$ cat src/rtl/dmem_pkg.sv
// Shared types and constants for the MEM-stage data-memory access controller.
package dmem_pkg;

    typedef enum logic [1:0] {
        DM_IDLE,
        DM_REQ,
        DM_DONE
    } dm_state_t;

    localparam int          DM_DEFAULT_TIMEOUT = 15;
    localparam logic [63:0] DM_ABORT_DATA      = '0;

    function automatic logic is_word_aligned(input logic [1:0] byte_offset);
        return byte_offset == 2'b00;
    endfunction

endpackage

$ cat src/rtl/dmem_timeout_ctr.sv
// Counts cycles spent waiting for mem_ack; hit flags the last permitted wait cycle.
module dmem_timeout_ctr #(
    parameter  int TIMEOUT = 15,
    localparam int CW      = $clog2(TIMEOUT + 1)
) (
    input  logic clk,
    input  logic reset,
    input  logic en,
    input  logic clr,
    output logic hit
);

    localparam logic [CW-1:0] LAST = CW'(TIMEOUT - 1);

    logic [CW-1:0] count;

    // NOTE: sequential state uses non-blocking assignments so every flop samples pre-edge values.
    always_ff @(posedge clk) begin
        if (reset || clr) begin
            count <= '0;
        end else if (en) begin
            count <= count + CW'(1);
        end
    end

    assign hit = en && (count == LAST);

endmodule

$ cat src/rtl/dmem_access_ctrl.sv
// MEM-stage controller: issues one word access per load/store over a req/ack handshake
// and stalls the pipeline until the access completes, faults, or times out.
module dmem_access_ctrl
    import dmem_pkg::*;
#(
    parameter int DATA_W  = 32,
    parameter int TIMEOUT = DM_DEFAULT_TIMEOUT
) (
    input  logic              clk,
    input  logic              reset,
    input  logic              MemWriteM,
    input  logic              MemtoRegM,
    input  logic [DATA_W-1:0] ALUResultM,
    input  logic [DATA_W-1:0] WriteDataM,
    output logic [DATA_W-1:0] ReadDataM,
    output logic              StallM,
    output logic              mem_req,
    output logic              mem_we,
    output logic [DATA_W-1:0] mem_addr,
    output logic [DATA_W-1:0] mem_wdata,
    input  logic [DATA_W-1:0] mem_rdata,
    input  logic              mem_ack,
    output logic              err
);

    dm_state_t state, state_nxt;
    logic      acc;
    logic      aligned;
    logic      to_en;
    logic      to_clr;
    logic      to_hit;

    assign acc     = MemWriteM | MemtoRegM;
    assign aligned = is_word_aligned(ALUResultM[1:0]);
    assign to_en   = (state == DM_REQ);
    assign to_clr  = to_en && (mem_ack || to_hit);

    dmem_timeout_ctr #(.TIMEOUT(TIMEOUT)) u_timeout (
        .clk   (clk),
        .reset (reset),
        .en    (to_en),
        .clr   (to_clr),
        .hit   (to_hit)
    );

    // StallM comes from state and the MEM-stage inputs only, never from mem_rdata/mem_ack.
    always_comb begin
        // NOTE: defaults first so every path assigns each output and no latch is inferred.
        state_nxt = state;
        StallM    = 1'b0;
        case (state)
            DM_IDLE: begin
                StallM = acc;
                if (acc) begin
                    state_nxt = aligned ? DM_REQ : DM_DONE;
                end
            end
            DM_REQ: begin
                StallM = 1'b1;
                if (mem_ack || to_hit) begin
                    state_nxt = DM_DONE;
                end
            end
            DM_DONE: state_nxt = DM_IDLE;
            default: state_nxt = DM_IDLE;
        endcase
    end

    always_ff @(posedge clk) begin
        if (reset) begin
            state     <= DM_IDLE;
            mem_req   <= 1'b0;
            mem_we    <= 1'b0;
            mem_addr  <= '0;
            mem_wdata <= '0;
            ReadDataM <= '0;
            err       <= 1'b0;
        end else begin
            state <= state_nxt;
            case (state)
                DM_IDLE: begin
                    if (acc && aligned) begin
                        mem_req   <= 1'b1;
                        mem_we    <= MemWriteM;  // a store wins when both strobes are set
                        mem_addr  <= {ALUResultM[DATA_W-1:2], 2'b00};
                        mem_wdata <= WriteDataM;
                    end else if (acc) begin
                        err <= 1'b1;
                    end
                end
                DM_REQ: begin
                    if (mem_ack) begin
                        mem_req <= 1'b0;
                        if (!mem_we) begin
                            ReadDataM <= mem_rdata;
                        end
                    end else if (to_hit) begin
                        mem_req   <= 1'b0;
                        err       <= 1'b1;
                        ReadDataM <= DATA_W'(DM_ABORT_DATA);
                    end
                end
                default: ;
            endcase
        end
    end

endmodule

$ cat config.mk
export PLATFORM = sky130hd
export DESIGN_NAME = dmem_access_ctrl
export DESIGN_NICKNAME = d
export VERILOG_FILES = /design/src/rtl/dmem_pkg.sv /design/src/rtl/dmem_timeout_ctr.sv /design/src/rtl/dmem_access_ctrl.sv
export SDC_FILE = /design/constraint.sdc
export NUM_CORES = 1
export LEC_CHECK = 0
export BUFFER_PORTS_ARGS = -buffer_cell sky130_fd_sc_hd__buf_2
export CORE_MARGIN = 1.5
export CORE_UTILIZATION = 40
export DETAILED_ROUTE_END_ITERATION = 7
export GPL_TIMING_DRIVEN = 1
export PLACE_DENSITY = 0.71
export SYNTH_ARGS = -nofsm -noshare
export SYNTH_HDL_FRONTEND = slang
export SYNTH_SLANG_ARGS = --single-unit
$ cat constraint.sdc
create_clock -name clk -period 2.5 [get_ports clk]
set_input_delay 0.25 -clock clk [delete_from_list [all_inputs] [get_ports clk]]
set_output_delay 0.25 -clock clk [all_outputs]
set_load 0.01 [all_outputs]
======== After elaboration in Yosys (flattened, before gate mapping) ========
Index checks and enable logic that the tools add are counted.
storage, ports and cells
  memory bits (writable) .................. 0
  flip-flop bits (word level) ............. 103
  memory bits (read-only) ................. 0
  memories kept ........................... 0
  input port bits ......................... 101
  output and inout port bits .............. 100
  latch bits .............................. 0
  logic and storage cells ................. 51
operators by class
  add/sub/neg operators ................... 1
  multipliers ............................. 0
  order comparisons ....................... 0
  shifts and indexed selects .............. 0
  mux-type cells .......................... 17
  div/mod/pow operators ................... 0
  bitwise logic cells ..................... 1
  reduce and logical (&&, ||, !) cells .... 14
  equality and inequality tests ........... 10
operators with widths
  operator                                        count
  two-way mux 32 bit                              3
  != test 2 bit (second input constant)           5
  two-way mux 1 bit                               7
  two-way mux 2 bit                               3
  case mux 1 bit (2 select lines)                 3
  AND reduction 3 bit                             2
  AND reduction 5 bit                             1
  adder 4 x 1 -> 4 bit (second input constant)    1
  == test 4 bit (second input constant)           1
  logical NOT 2 bit                               2
  != test 2 x 1 -> 1 bit (second input constant)  2
  case mux 2 bit (2 select lines)                 1
  AND reduction 2 bit                             2
  nonzero test 2 bit                              2
  logical AND 1 bit                               3
  != test 3 x 2 -> 1 bit (second input constant)  1
  == test 2 x 1 -> 1 bit (second input constant)  1
  logical OR 1 bit                                2
  OR 1 bit                                        1

======== Depth between registers and ports, before layout ========
Gate-level depths: netlist (run 1).
  depth in word-level cells ............... 5
  mapped depth ............................ 6
  depth with buffers taken out ............ 5

======== Hierarchy ========
From an unflattened synthesis (run 1), not the netlist that was laid out.
second synthesis, totals
  cells, all modules ...................... 464
  area total of the unflattened synthesis .. 4,768.3 um^2
modules (own cells, without submodules)
  module            area an instance (um^2)  times used  cells each
  dmem_access_ctrl  4,566.9                  1           445
  dmem_timeout_ctr  201.4                    1           19

======== Worst setup path before layout (run 1) ========
Ideal clock, no wire load.
  kind .................................... register to register
  start point ............................. register u_timeout.count[0]
  end point ............................... register ReadDataM[0]
  setup time .............................. 0.070 ns
  arrival time ............................ 1.502 ns
  clock period less this slack ............ 1.573 ns
  path buffers ............................ 1
  data required time ...................... 2.430 ns
  stages on the path, launching flop included .. 7
  setup slack ............................. 0.927 ns
  cell sequence ........................... dfxtp_1 > inv_1 > ha_1 > a31oi_2 > clkbuf_1 > o31ai_1 > a21oi_1
between the ends
  longest elaborated chain between the ends .. 4
RTL lines
  element                        RTL line                 source
  start: declaration             dmem_timeout_ctr.sv:15   logic [CW-1:0] count;
  start signal: assignment       dmem_timeout_ctr.sv:22   count <= count + CW'(1);
  == test 4 bit                  dmem_timeout_ctr.sv:26   assign hit = en && (count == LAST);
  logical AND 1 bit              dmem_timeout_ctr.sv:26
  nonzero test 2 bit (no line)   -
  AND reduction 3 bit (no line)  -
  end signal: assignment         dmem_access_ctrl.sv:95   ReadDataM <= mem_rdata;
  end signal: assignment         dmem_access_ctrl.sv:100  ReadDataM <= DATA_W'(DM_ABORT_DATA);
  end: declaration               dmem_access_ctrl.sv:15   output logic [DATA_W-1:0] ReadDataM,
Every way passes these cells.
A chain may end at the register's enable or synchronous reset.

======== Worst setup path after layout (run 1) ========
  start point ............................. register state[1]
  end point ............................... register mem_wdata[16]
between the ends
  longest elaborated chain between the ends .. 2
RTL lines
  element                        RTL line                source
  start: declaration             dmem_access_ctrl.sv:26  dm_state_t state, state_nxt;
  start signal: assignment       dmem_access_ctrl.sv:79  state <= state_nxt;
  logical NOT 2 bit              dmem_access_ctrl.sv:80  case (state)
  AND reduction 2 bit (no line)  -
  end signal: assignment         dmem_access_ctrl.sv:86  mem_wdata <= WriteDataM;
  end: declaration               dmem_access_ctrl.sv:20  output logic [DATA_W-1:0] mem_wdata,
Every way passes these cells.

==> results of run 1 <==
-- power by group through the flow --
| stage | Clock [uW] | Combinational, uW | Sequential, uW |
|---|---|---|---|
| floorplan | 0 | 209 | 1790 |
| CTS | 983 | 413 | 1730 |
| global route | 1060 | 454 | 1740 |
| finish | 942 | 412 | 1730 |
| detailed placement | 0 | 413 | 1770 |
| global placement | 0 | 405 | 1770 |
-- cell families (layout without fill, tap and decap cells) --
kind of cell	after synthesis	count (layout)	share of synthesized area
compound gates	199	199	0.270
fa+ha+maj	2	2	0.00610
buf+inv	58	227	0.0723
flops	103	103	0.503
other cells	1	2	0.000915
simple gates	124	124	0.148
-- through the flow --
| step | total power (uW) | hold WS (ns) | area (um2) | util | setup WS, ns |
|---|---|---|---|---|---|
| 2_1_floorplan | 2000 | 0.386 | 4100 | - | 0.927 |
| 3_5_place_dp | 2180 | 0.456 | 5130 | 0.520 | 0.537 |
| 3_3_place_gp | 2170 | 0.448 | 5130 | 0.520 | 0.539 |
| 5_1_grt | 3250 | 0.112 | 5300 | 0.537 | 0.408 |
| 6_report | 3080 | 0.133 | 5300 | 0.537 | 0.528 |
| 4_1_cts | 3130 | 0.114 | 5300 | 0.537 | 0.528 |
-- critical path, cell delays in order, from the launching register on --
cell     delay [ns]
dfxtp_1        0.41
or4_2          0.89
buf_12         0.27
o21ai_0        0.16
a21oi_1        0.09
-- worst max-delay path by stage --
| stage | start | end | slack (ns) | cells past startpoint |
|---|---|---|---|---|
| finish | state[1]$_SDFFE_PP0P_ | mem_wdata[16]$_SDFFE_PP0P_ | 0.53 | 4 |
| global route | state[1]$_SDFFE_PP0P_ | mem_wdata[0]$_SDFFE_PP0P_ | 0.41 | 4 |
| CTS | state[1]$_SDFFE_PP0P_ | mem_wdata[17]$_SDFFE_PP0P_ | 0.53 | 4 |
| detailed placement | state[1]$_SDFFE_PP0P_ | mem_wdata[17]$_SDFFE_PP0P_ | 0.54 | 4 |
| global placement | state[1]$_SDFFE_PP0P_ | mem_wdata[15]$_SDFFE_PP0P_ | 0.54 | 4 |
| floorplan | u_timeout.count[0]$_SDFFE_PP0P_ | ReadDataM[0]$_SDFFE_PP0P_ | 0.93 | 6 |
-- flip-flops by register name, indices dropped and copies added (netlist names) --
name / cells
ReadDataM: 32
mem_wdata: 32
mem_addr: 30
u_timeout.count: 4
state: 2
err: 1
mem_req: 1
mem_we: 1
-- layout by cell type, fill, tap and decap left out, drive strengths merged --
cell,n
or4b,1
nor2,5
o21ai,64
o31a,1
o311ai,1
nor3,1
clkinv,1
nand2b,1
nand2,38
o31ai,32
or4,2
nand3b,2
nor4bb,2
nand3,65
dfxtp,103
or3,1
inv,3
and2,1
conb,2
or4bb,1
a31oi,3
ha,2
a21oi,98
nor4,2
nor2b,1
buf,211
or2,1
clkbuf,12
-- synthesized netlist by cell type (2+ instances only) --
cell type,n
dfxtp_1,103
a21oi_1,98
nand3_1,65
o21ai_1,57
nand2_1,38
o31ai_1,32
clkbuf_1,27
buf_2,9
buf_1,8
buf_6,7
nor2_1,5
buf_4,4
o21ai_0,4
inv_1,3
o21ai_2,3
a31oi_1,2
ha_1,2
nand3b_1,2
nor4_1,2
nor4bb_1,2
or4_1,2
-- layer usage --
layer / part of all wire / wire length (um) / vias up
met5: 0 / 0 / -
met3: 0.052 / 597 / 19
li1: - / - / 2080
met4: 0.020 / 233 / 0
met1: 0.44 / 5020 / 1984
met2: 0.49 / 5660 / 146
-- area by class of cell --
type / count / area (um2) / area share
Sequential cell: 103 / 2060 / 0.389
Multi-Input combinational cell: 327 / 1780 / 0.337
Clock buffer: 12 / 165 / 0.0312
Tap cell: 133 / 166 / 0.0314
Timing Repair Buffer: 211 / 1100 / 0.208
Clock inverter: 1 / 5.00 / 0.000945
Inverter: 3 / 11.3 / 0.00213
==> impl_metrics.json, run 1 <==
{
  "place.gp.congestion": 0.777,
  "outcome": "finished clean",
  "max_slew.worst_pin.slew_ns": 0.737,
  "min_period_ns": 1.97,
  "hold_buffers": 0,
  "path_class": "flip-flop to flip-flop",
  "maxSlewViolCount": 0,
  "ys_seq_elements": 103,
  "slew_headroom": 0.508,
  "cts_setup_buffers": 0,
  "grt_max_degree": 72,
  "vias_per_cell": 5.35,
  "p_leak_uw": 0.00225,
  "grt_pass1_vias": 4009,
  "clk_pin_slew_ns": 0.09,
  "firstDrtPassIters": 4,
  "fillers": 928,
  "synth.avg_cell_area_um2": 8.42,
  "vias": 4229,
  "numPortBuffers": 198,
  "synth_top_area_frac": 0.503,
  "wl_um": 11500,
  "worstSetupStartpointType": "flip-flop",
  "drt-initial-drc-count": 288,
  "syn_inst": 487,
  "netlist_area_um2": 4100,
  "dieArea_um2": 10900,
  "grt_pass1_wl_um": 19100,
  "insertedDiodeCount": 0,
  "p_per_area_nw_per_um2": 582,
  "cap_violations": 0,
  "drive_gt1_frac": 0.356,
  "cts_resized": 0,
  "p_sw_frac": 0.258,
  "max_clock_freq_ghz": 0.507,
  "globalRouteMet3Util": 0.0407,
  "setup_viol_count_final": 0,
  "clock_skew_ns": 0.00807,
  "h-tree-depth": 3,
  "combPwrFrac": 0.134,
  "cts_buffers": 9,
  "clk_latency_ns": 0.34,
  "clockRootBuffer": "clkbuf_8",
  "r2r_slack_ns": 0.53,
  "period_share": 0.789,
  "p_seq_frac": 0.561,
  "final.setup.tns_ns": 0,
  "min_path_cells": 3,
  "stdcell_count": 790,
  "antenna_found_initial": 0,
  "grt_overflow_total": 0,
  "ys_warn_count": 0,
  "path_max_fanout": 51,
  "grtUsageMet2": 0.368,
  "postRouteAntennaNets": 0,
  "synth_cell_types": 33,
  "synth-seq-area-share": 0.503,
  "power_frac_clock": 0.305,
  "min_from": "mem_rdata[0]",
  "ys.flop_type": "dfxtp_1",
  "synth_edf_count": 0,
  "clock_sinks": 103,
  "end_kind": "flip-flop",
  "switching_power_uw": 796,
  "vdd_ir_drop_max_v": 0.000286,
  "dieHeight_um": 104,
  "crit_required_ns": 2.70,
  "hold_path_class": "input port to flip-flop",
  "rsz0062_at_grt": "no",
  "worstReg2RegStart": "state[1]$_SDFFE_PP0P_",
  "critPathArrivalTime_ns": 2.17,
  "reg2reg_depth": 4,
  "grt_util_all_layers": 0.212,
  "fp.coreArea_um2": 9860,
  "use_met1": 0.261,
  "nNetsFinal": 758,
  "dieWidth_um": 104,
  "synthTopCellsByArea": "dfxtp_1 50%, a21oi_1 12%, nand3_1 7.9%",
  "hpwlAfterDp_um": 7790,
  "ys_async_sr_fraction": 0,
  "detail_route.wl_per_cell_um": 14.6,
  "cts_tree": "done",
  "worst_hold_path.endpoint": "ReadDataM[0]$_SDFFE_PP0P_",
  "final_hold_viol_count": 0,
  "drc_errors": 0,
  "placed_cells": 777,
  "rr_endpoint": "mem_wdata[16]$_SDFFE_PP0P_",
  "rows": 36,
  "busiest_layer": "met2",
  "clock_path_buffers": 2,
  "internal-power_uw": 2290,
  "synth_top_area_cell": "dfxtp_1",
  "io_pins": 201,
  "synthToLayoutAreaGrowth_pct": 29.2,
  "initial_core_util": 0.416
}
No activity file was read; power rests on OpenSTA's default activity.
==> inputs of run 2 (changes only) <==
- ABC_AREA: unset -> 1
- clock period: 2.5 -> 1.9 ns (I/O delays scaled with it)
==> impl_metrics.json, run 2 <==
{
  "fp.coreArea_um2": 9770,
  "synth_top_area_cell": "dfxtp_1",
  "synth_edf_count": 0,
  "globalRouteMet3Util": 0.0409,
  "grt_max_degree": 66,
  "rsz0062_at_grt": "no",
  "postRouteAntennaNets": 0,
  "setup_viol_count_final": 0,
  "worstReg2RegStart": "u_timeout.count[0]$_SDFFE_PP0P_",
  "synth.avg_cell_area_um2": 7.46,
  "cts_resized": 0,
  "detail_route.wl_per_cell_um": 11.4,
  "top_regs": "ReadDataM (32), mem_wdata (32), mem_addr (30)",
  "place.gp.congestion": 0.811,
  "cp_num_cells": 8,
  "synth-seq-area-share": 0.510,
  "path_cells": "inv_1 -> ha_1 -> nand3_1 -> nand2_2 -> nand3_4 -> buf_12 -> a21oi_1 -> nor2_1",
  "dieArea_um2": 10700,
  "clk_latency_ns": 0.35,
  "crit_slowest_cell": "dfxtp_1",
  "path_class": "flip-flop to flip-flop",
  "cts_setup_buffers": 0,
  "h-tree-depth": 3,
  "drt-initial-drc-count": 165,
  "grt_util_all_layers": 0.184,
  "drc_errors": 0,
  "clockRootBuffer": "clkbuf_8",
  "insertedDiodeCount": 0,
  "cts_tree": "done",
  "ys_warn_count": 0,
  "min_period_ns": 1.58,
  "p_per_area_nw_per_um2": 791,
  "dieWidth_um": 104,
  "period_share": 0.829,
  "wl_um": 9860,
  "worst_hold_path.endpoint": "ReadDataM[16]$_SDFFE_PP0P_",
  "hpwlAfterDp_um": 7070,
  "reg2reg_depth": 8,
  "final_cell_mix": "206 x nand2_1, 198 x buf_2, 103 x dfxtp_1",
  "worstSetupStartpointType": "flip-flop",
  "max_slew.worst_pin.slew_ns": 0.624,
  "yosysMostFrequentCell": "nand2_1",
  "p_leak_uw": 0.00264,
  "critPathArrivalTime_ns": 1.83,
  "outcome": "finished clean",
  "grt_pass1_vias": 3588,
  "rows": 36,
  "hold_path_class": "input port to flip-flop",
  "rr_endpoint": "ReadDataM[25]$_SDFFE_PP0P_",
  "clock_skew_ns": 0.0105,
  "numPortBuffers": 198,
  "slew_headroom": 0.584,
  "register_area_um2": 2060,
  "ys_async_sr_fraction": 0,
  "clk_pin_slew_ns": 0.09,
  "io_pins": 201,
  "path_delay_family": "simple AND/OR/NAND/NOR gates",
  "cts_buffers": 9,
  "crit_required_ns": 2.15,
  "maxSlewViolCount": 0,
  "critical-path-max-stage-delay_ns": 0.33,
  "path_max_fanout": 22,
  "min_path_cells": 3,
  "drive_gt1_frac": 0.313,
  "vdd_ir_drop_max_v": 0.000374,
  "final_hold_viol_count": 0,
  "ys_seq_elements": 103,
  "cp-startpoint": "u_timeout.count[0]$_SDFFE_PP0P_",
  "synthToLayoutAreaGrowth_pct": 29.0,
  "synth_cell_types": 28,
  "busiest_layer": "met2",
  "final_common_cell": "nand2_1",
  "synth_top_area_frac": 0.510,
  "antenna_found_initial": 0,
  "ys.flop_type": "dfxtp_1",
  "end_kind": "flip-flop",
  "nNetsFinal": 826,
  "vias": 3894,
  "hold_buffers": 0,
  "grt_pass1_wl_um": 16400,
  "final.setup.tns_ns": 0,
  "total_power_uw": 4120,
  "clock_sinks": 103,
  "cap_violations": 0,
  "vias_per_cell": 4.52,
  "use_met1": 0.217,
  "max_clock_freq_ghz": 0.635,
  "min_from": "mem_rdata[16]",
  "clock_path_buffers": 2,
  "synth_common_cells": "206 x nand2_1, 103 x dfxtp_1, 100 x a21oi_1",
  "dieHeight_um": 104,
  "synthTopCellsByArea": "dfxtp_1 51%, nand2_1 19%, a21oi_1 12%",
  "r2r_slack_ns": 0.32,
  "firstDrtPassIters": 5,
  "grtUsageMet2": 0.318,
  "fillers": 941,
  "initial_core_util": 0.414,
  "syn_inst": 542,
  "grt_overflow_total": 0,
  "multi_input_area_um2": 1560,
  "netlist_area_um2": 4040,
  "path_buf_inv": 2
}
==> run 2: cell type report <==
class,instances,area share
Sequential cell,103,0.395
Multi-Input combinational cell,362,0.299
Timing Repair Buffer,204,0.206
Inverter,43,0.0319
Tap cell,133,0.0319
Clock buffer,10,0.0245
Clock inverter,6,0.0118
==> run 2: per-layer routing <==
metal / vias up / wire, um
li1: 2029 / -
met1: 1716 / 4150
met2: 130 / 4920
met3: 19 / 570
met4: 0 / 216
met5: - / 0
==> run 2: how the worst max path moves through the flow <==
stage                                  to  slack [ns]
3_5_place_dp   ReadDataM[21]$_SDFFE_PP0P_        0.32
4_1_cts        ReadDataM[21]$_SDFFE_PP0P_        0.30
6_report       ReadDataM[25]$_SDFFE_PP0P_        0.32
2_1_floorplan  ReadDataM[16]$_SDFFE_PP0P_        0.61
5_1_grt        ReadDataM[26]$_SDFFE_PP0P_        0.16
3_3_place_gp    mem_addr[11]$_SDFFE_PP0P_        0.38
==> run 2: cell families (layout without fill, tap and decap cells) <==
kind of cell    Yosys count  in the layout  share of synthesized area
simple gates            253            253                      0.245
compound gates          103            103                      0.128
flops                   103            103                      0.510
buf+inv                  78            263                      0.106
fa+ha+maj                 2              2                    0.00619
xor+xnor                  2              2                    0.00433
other cells               1              2                   0.000928
==> run 2: through the flow <==
| step | setup slack [ns] | utilization | instances | instance area, um2 | hold slack, ns |
|---|---|---|---|---|---|
| 2_1_floorplan | 0.613 | - | 543 | 4050 | 0.331 |
| 3_3_place_gp | 0.383 | 0.514 | 845 | 5020 | 0.418 |
| 3_5_place_dp | 0.319 | 0.514 | 845 | 5020 | 0.427 |
| 4_1_cts | 0.304 | 0.533 | 861 | 5210 | 0.0390 |
| 5_1_grt | 0.156 | 0.533 | 861 | 5210 | 0.0436 |
| 6_report | 0.324 | 0.533 | 861 | 5210 | 0.0613 |
==> run 2: power by group <==
part           switching [uW]  internal, uW
Combinational             298           217
Sequential               44.0          2240
Clock                     715           606
Total                    1060          3070
==> run 2: worst min-delay path, cell delays in order <==
cell	delay [ns]
buf_2	0.08
a21oi_1	0.05
nor2_1	0.07
